$ cat src/rtl/mul_issue_ctrl_pkg.sv
//==============================================================================
// Module      : mul_issue_ctrl_pkg
// Description : Shared constants and helpers for the multiplier issue path.
// Revision    : 1.0 - initial release
//==============================================================================
`default_nettype none

package mul_issue_ctrl_pkg;

   localparam int DATA_W  = 32;   // operand/result width of the Booth multiplier
   localparam int RD_W    = 5;    // destination register tag width
   localparam int MUL_LAT = 2;    // multiplier register stages

   // Population count of the three occupancy bits (stage 1, stage 2, output buffer).
   function automatic logic [1:0] count3(input logic a, input logic b, input logic c);
      return {1'b0, a} + {1'b0, b} + {1'b0, c};
   endfunction

endpackage : mul_issue_ctrl_pkg

`default_nettype wire

$ cat src/rtl/mul_issue_ctrl_rr_arb2.sv
//==============================================================================
// Module      : rr_arb2
// Description : Two-requester round-robin arbiter with one-hot grant.
// Revision    : 1.0 - initial release
//==============================================================================
`default_nettype none

module rr_arb2 (
   input  logic       clk,
   input  logic       rst,
   input  logic [1:0] req,
   input  logic       upd_en,
   output logic [1:0] gnt
);

   // Port granted most recently; resetting to 1 makes port 0 the first preference.
   logic r_last;

   always_comb begin
      gnt = 2'b00;
      if (req[0] && (!req[1] || r_last)) begin
         gnt = 2'b01;
      end else if (req[1]) begin
         gnt = 2'b10;
      end
   end

   always_ff @(posedge clk) begin
      if (rst) begin
         r_last <= 1'b1;
      end else if (upd_en && (|gnt)) begin
         r_last <= gnt[1];
      end
   end

endmodule : rr_arb2

`default_nettype wire

$ cat src/rtl/mul_issue_ctrl.sv
//==============================================================================
// Module      : mul_issue_ctrl
// Description : Two-port issue control and result buffering around an external
//               two-stage pipelined multiplier with global stall.
// Revision    : 1.0 - initial release
//==============================================================================
`default_nettype none

module mul_issue_ctrl #(
   parameter int DATA_W = mul_issue_ctrl_pkg::DATA_W,
   parameter int RD_W   = mul_issue_ctrl_pkg::RD_W
) (
   input  logic              clk,
   input  logic              rst,
   // requester 0
   input  logic              req0_valid,
   output logic              req0_ready,
   input  logic [DATA_W-1:0] req0_a,
   input  logic [DATA_W-1:0] req0_b,
   input  logic [RD_W-1:0]   req0_rd,
   // requester 1
   input  logic              req1_valid,
   output logic              req1_ready,
   input  logic [DATA_W-1:0] req1_a,
   input  logic [DATA_W-1:0] req1_b,
   input  logic [RD_W-1:0]   req1_rd,
   // multiplier
   output logic [DATA_W-1:0] mul_a,
   output logic [DATA_W-1:0] mul_b,
   output logic              mul_stall,
   input  logic [DATA_W-1:0] mul_m,
   // result
   output logic              res_valid,
   input  logic              res_ready,
   output logic [DATA_W-1:0] res_data,
   output logic              res_src,
   output logic [RD_W-1:0]   res_rd,
   // hazard query
   input  logic [RD_W-1:0]   chk_rd,
   output logic              chk_hit,
   output logic [1:0]        inflight
);

   import mul_issue_ctrl_pkg::*;

   localparam int c_last = MUL_LAT - 1;

   logic [1:0]         w_req;
   logic [1:0]         w_gnt;
   logic               w_stall;
   logic               w_xfer;
   logic               w_ob_load;
   logic [RD_W-1:0]    w_issue_rd;
   logic [MUL_LAT-1:0] w_stg_hit;
   logic               w_ob_hit;

   // Per-stage shadow of the multiplier pipeline: index 0 is s1, c_last is s2.
   logic [MUL_LAT-1:0] r_stg_valid;
   logic [MUL_LAT-1:0] r_stg_src;
   logic [RD_W-1:0]    r_stg_rd [MUL_LAT];

   logic               r_ob_valid;
   logic               r_ob_src;
   logic [RD_W-1:0]    r_ob_rd;
   logic [DATA_W-1:0]  r_ob_data;

   assign w_req     = {req1_valid, req0_valid};
   assign w_stall   = r_stg_valid[c_last] & r_ob_valid & ~res_ready;
   assign w_xfer    = (|w_gnt) & ~w_stall;
   assign w_ob_load = r_stg_valid[c_last] & (~r_ob_valid | res_ready);

   rr_arb2 u_arb (
      .clk    (clk),
      .rst    (rst),
      .req    (w_req),
      .upd_en (w_xfer),
      .gnt    (w_gnt)
   );

   assign req0_ready = w_gnt[0] & ~w_stall;
   assign req1_ready = w_gnt[1] & ~w_stall;
   assign mul_stall  = w_stall;

   always_comb begin
      mul_a      = '0;
      mul_b      = '0;
      w_issue_rd = req0_rd;
      if (w_gnt[0]) begin
         mul_a = req0_a;
         mul_b = req0_b;
      end else if (w_gnt[1]) begin
         mul_a      = req1_a;
         mul_b      = req1_b;
         w_issue_rd = req1_rd;
      end
   end

   // Stage tracking advances in lockstep with the multiplier registers.
   always_ff @(posedge clk) begin
      if (rst) begin
         r_stg_valid <= '0;
         r_stg_src   <= '0;
         for (int i = 0; i < MUL_LAT; i++) begin
            r_stg_rd[i] <= '0;
         end
      end else if (!w_stall) begin
         r_stg_valid[0] <= w_xfer;
         r_stg_src[0]   <= w_gnt[1];
         r_stg_rd[0]    <= w_issue_rd;
         for (int i = 1; i < MUL_LAT; i++) begin
            r_stg_valid[i] <= r_stg_valid[i-1];
            r_stg_src[i]   <= r_stg_src[i-1];
            r_stg_rd[i]    <= r_stg_rd[i-1];
         end
      end
   end

   // A drain and a refill in the same cycle keep res_valid high without a bubble.
   always_ff @(posedge clk) begin
      if (rst) begin
         r_ob_valid <= 1'b0;
         r_ob_src   <= 1'b0;
         r_ob_rd    <= '0;
         r_ob_data  <= '0;
      end else if (w_ob_load) begin
         r_ob_valid <= 1'b1;
         r_ob_src   <= r_stg_src[c_last];
         r_ob_rd    <= r_stg_rd[c_last];
         r_ob_data  <= mul_m;
      end else if (res_ready) begin
         r_ob_valid <= 1'b0;
      end
   end

   assign res_valid = r_ob_valid;
   assign res_data  = r_ob_data;
   assign res_src   = r_ob_src;
   assign res_rd    = r_ob_rd;

   generate
      for (genvar gi = 0; gi < MUL_LAT; gi++) begin : g_hit
         assign w_stg_hit[gi] = r_stg_valid[gi] && (r_stg_rd[gi] == chk_rd);
      end
   endgenerate

   // Tag 0 is the hardwired-zero register and never creates a hazard.
   assign w_ob_hit = r_ob_valid && (r_ob_rd == chk_rd);
   assign chk_hit  = (chk_rd != '0) && ((|w_stg_hit) || w_ob_hit);

   assign inflight = count3(r_stg_valid[0], r_stg_valid[c_last], r_ob_valid);

endmodule : mul_issue_ctrl

`default_nettype wire

$ cat config.mk
export PLATFORM = sky130hd
export DESIGN_NAME = mul_issue_ctrl
export DESIGN_NICKNAME = d
export VERILOG_FILES = /design/src/rtl/mul_issue_ctrl_pkg.sv /design/src/rtl/mul_issue_ctrl_rr_arb2.sv /design/src/rtl/mul_issue_ctrl.sv
export SDC_FILE = /design/constraint.sdc
export NUM_CORES = 1
export LEC_CHECK = 0
export BUFFER_PORTS_ARGS = -buffer_cell sky130_fd_sc_hd__buf_2
export CAP_MARGIN = 30
export CORE_AREA = 2 2 113 115
export CTS_BUF_LIST = sky130_fd_sc_hd__clkbuf_8
export CTS_CLUSTER_SIZE = 25
export DETAILED_ROUTE_END_ITERATION = 7
export DIE_AREA = 0 0 115 117
export GPL_ROUTABILITY_DRIVEN = 0
export GPL_TIMING_DRIVEN = 0
export SLEW_MARGIN = 10
export SYNTH_ARGS = -nofsm -noshare
export SYNTH_HDL_FRONTEND = slang
export SYNTH_SLANG_ARGS = --single-unit
export TNS_END_PERCENT = 50
$ cat constraint.sdc
create_clock -name clk -period 1.5 [get_ports clk]
set_input_delay 0.3 -clock clk [delete_from_list [all_inputs] [get_ports clk]]
set_output_delay 0.3 -clock clk [all_outputs]
set_load 0.03 [all_outputs]
==> results.md <==
- IR drop worst, VDD: 0.3370 mV
- Worst-path fanout max: 6
- Rows: 41
- Violated checks: setup timing
- Worst Path Class, Setup: flop to output pin
- Average instance area after synthesis: 6.697 sq um
- Layout Skew: 0.006779 ns
- Final Hold Viols: 0
- R2R depth: 4
- Routed via count divided by cell count: 4.559
- Die Height: 117 microns
- Post-Synthesis Net Count: 643
- Worst hold path cell count: 3
- # H-tree levels: 2
- Latest clock arrival within the worst-skew pair: 0.31 ns
- Register share of total power: 0.335
- Most frequent cells in the layout: 226 x sky130_fd_sc_hd__buf_2, 172 x sky130_fd_sc_hd__nand2_1, 52 x sky130_fd_sc_hd__buf_6
- Leakage: 3.031 nW
- Fin crit share: 1.309
- Number of filler cells placed in the layout: 1,216
- Measured slew at the worst slew-check pin: 0.5936 ns
- Total clock buffers created by CTS: 5
- Run status: finished, violations left
- Post-synthesis xor/xnor area fraction: 0.04246
- Comb pwr share: 0.415
- Internal power contribution: 3.102 mW
- Cells after DPL: 900
- Main combinational cell family by area after synthesis: simple AND/OR/NAND/NOR gates
- Switching share of power: 0.3440
- Post-synthesis register bit count: 54
- Number of buffers inserted by hold repair at cts: 0
- Routed Wire Length: 13,900 microns
- Finish-stage setup viols: 70
- Number of maximum-capacitance violations: 0
- FF+latch area: 1201 sq um
- Via Count: 4,190
- I/O Buffers: 288
- Element type at the critical path start: flop
- Share of cell area taken by muxes after synthesis: 0.01617
- Share of post-route cells with drive strength above 1: 0.5724
- Area of the multi-input gates: 2380 sq um
- Number of global-route vias before repair: 4,000
- Min-Delay Path Class: primary input to flop
- Initial standard-cell utilization of the core: 0.2513
- Reg-to-reg startpoint: r_stg_valid[1]
- Maximum number of buffers from clock root to sink: 2
- Non-filler cells in the finished layout: 919
- Total of warnings raised by yosys: 0
- Hold Startpoint: mul_m[0]
- Required time of the critical path: 1.20 ns
- Initial antenna violation count: 2
- Largest net degree at the start of global routing: 17
- Sinks on Clock Net: 54
- Min setup slack post-route: -0.4639 ns
- Area share of fa/ha/maj cells after synthesis: 0.006470
- Area added between synthesis and finish: 99.92%
- Unrepaired setup endpoints after global routing: yes
- Net Switching: 1.627 mW
- Clock transition at the registers of the reported paths: 0.10 ns
- Synthesized netlist cell count: 462
- Utilization after layout: 0.5024
- Total standard cell area after synthesis: 3094 sq um
- DPL Wire Length: 10,580 microns
- Clock tree from TritonCTS: built
- Worst R2R Setup Slack: 0.09 ns
- Global-route wire length before repair: 19,800 microns
- Most common cell after layout, fill and taps aside: sky130_fd_sc_hd__buf_2
- Post-DRT Antenna Nets: 0
- Remaining design rule violation count: 0
- Worst R2R End: r_stg_rd[0][9]
- Die Footprint: 13,460 sq um
- Post-synthesis simple-gate area fraction: 0.3118
- Clock share of power: 0.250
- Max-slew violations: 0
- P per Cell Area: 764.5 nW/um^2
- Type of destination of the critical path: output pin
- Iteration count of the initial detailed-routing pass: 4
- Horizontal die dimension: 115 microns
- Highest clock rate: 0.5092 GHz
- Power after layout: 4.729 mW
- Overflow left after global routing: 0
- Core ar.: 12,310 sq um
- Aggregate global-route resource usage: 0.1877
- Detailed router's first-iteration violation count: 150
- Routed length per placed instance: 15.13 microns
- Crit path arrival time: 1.66 ns
- Clock tree root buffer cell: sky130_fd_sc_hd__clkbuf_8
- Distinct cells, synth: 31
- Share of synthesized area occupied by flip-flops and latches: 0.3817
- Hold worst-path end: res_data[0]
- Final worst path period need: 1.964 ns
- Synth Area in Compound Gates: 0.1808
- Slew margin rel.: 0.6043
- Number of primary I/O pins: 289
- Net count reported at finish: 947
registers in the layout (all words and copies together), names as in the netlist:
signal	count
r_stg_valid	2
r_stg_rd	10
r_stg_src	2
res_src	1
res_valid	1
res_rd	5
res_data	32
u_arb.r_last	1
worst max-delay path: stages (launching register included):
cell and delay (ns):
sky130_fd_sc_hd__dfxtp_2 0.33, sky130_fd_sc_hd__nand2b_4 0.14, sky130_fd_sc_hd__and2_4 0.18, sky130_fd_sc_hd__buf_12 0.14, sky130_fd_sc_hd__bufbuf_16 0.27, sky130_fd_sc_hd__o21ai_4 0.15
sky130_fd_sc_hd__buf_6 0.15
per-layer routing:
metal | share of wire | global-route usage | up-vias
met5 | 0 | 0 | -
met4 | 0.013 | 0.05060 | 0
met3 | 0.084 | 0.05716 | 12
met2 | 0.53 | 0.3541 | 175
met1 | 0.38 | 0.2037 | 1883
li1 | - | - | 2120
final cells by class:
type                            instances  area share
Multi-Input combinational cell        372      0.3847
Buffer                                 34     0.04632
Antenna cell                            2   0.0008091
Clock inverter                          2    0.009709
Tap cell                              150     0.03034
Clock buffer                            6     0.01335
Inverter                                2    0.001214
Sequential cell                        54      0.1942
Timing Repair Buffer                  297      0.3194
worst max-delay path by stage:
stage | from | end | slack (ns)
final | u_arb.r_last | mul_a[30] | -0.46
after global routing | u_arb.r_last | mul_a[16] | -0.53
after global placement | req1_valid | mul_a[0] | -0.48
after CTS | u_arb.r_last | mul_a[29] | -0.47
after floorplan | u_arb.r_last | mul_a[28] | -0.14
after detailed placement | req1_valid | mul_b[28] | -0.48
synthesized netlist by cell type, drive strengths merged:
library cell	number	area, sq um
a211o	1	8.760
a21boi	1	11.26
a21oi	42	210.2
a32oi	1	8.760
and2	9	58.81
and3	1	6.260
buf	18	116.4
clkbuf	16	63.81
dfxtp	44	880.8
edfxtp	10	300.3
fa	1	20.02
inv	2	7.510
mux2i	5	50.05
nand2	208	780.8
nand2b	3	18.77
nand3	1	5.000
nand3b	1	7.510
nor2	12	45.04
nor3	2	10.01
nor4	3	18.77
o21ai	64	320.3
or2	1	6.260
or4	1	7.510
xnor2	3	26.28
xor2	12	105.1
logic make-up (layout without fill, tap and decap cells):
kind of cell    count (synthesis)  count (layout)
buf+inv                        36             341
simple gates                  242             242
xor+xnor                       15              15
compound gates                109             109
mux                             5               5
other cells                     0               2
flops                          54              54
fa+ha+maj                       1               1
power by group through the flow:
| stage | sequential (mW) | clock [mW] | combinational [mW] |
|---|---|---|---|
| floorplan | 1.70 | 0 | 0.900 |
| CTS | 1.59 | 1.23 | 1.74 |
| global route | 1.59 | 1.29 | 2.10 |
| finish | 1.58 | 1.18 | 1.96 |
| detailed placement | 1.62 | 0 | 1.53 |
| global placement | 1.62 | 0 | 1.53 |
metrics by stage:
| stage | setup WS (ns) | hold WS [ns] | instance area [sq um] | TNS [ns] |
|---|---|---|---|---|
| finish | -0.4639 | 0.2162 | 6186 | -26.99 |
| global route | -0.5299 | 0.2002 | 6186 | -32.14 |
| CTS | -0.4686 | 0.1960 | 5603 | -29.00 |
| detailed placement | -0.4757 | 0.4430 | 5072 | -22.93 |
| global placement | -0.4821 | 0.4398 | 5072 | -23.17 |
| floorplan | -0.1374 | 0.4321 | 3443 | -6.069 |
what timing repair did:
item,CTS,global route
buffers inserted,1,2
cloned,1,5
pin swaps,4,34
endpoints found under the setup margin,85,86
resized for setup,120,117
Note: power is estimated with default switching activity, not from simulation.
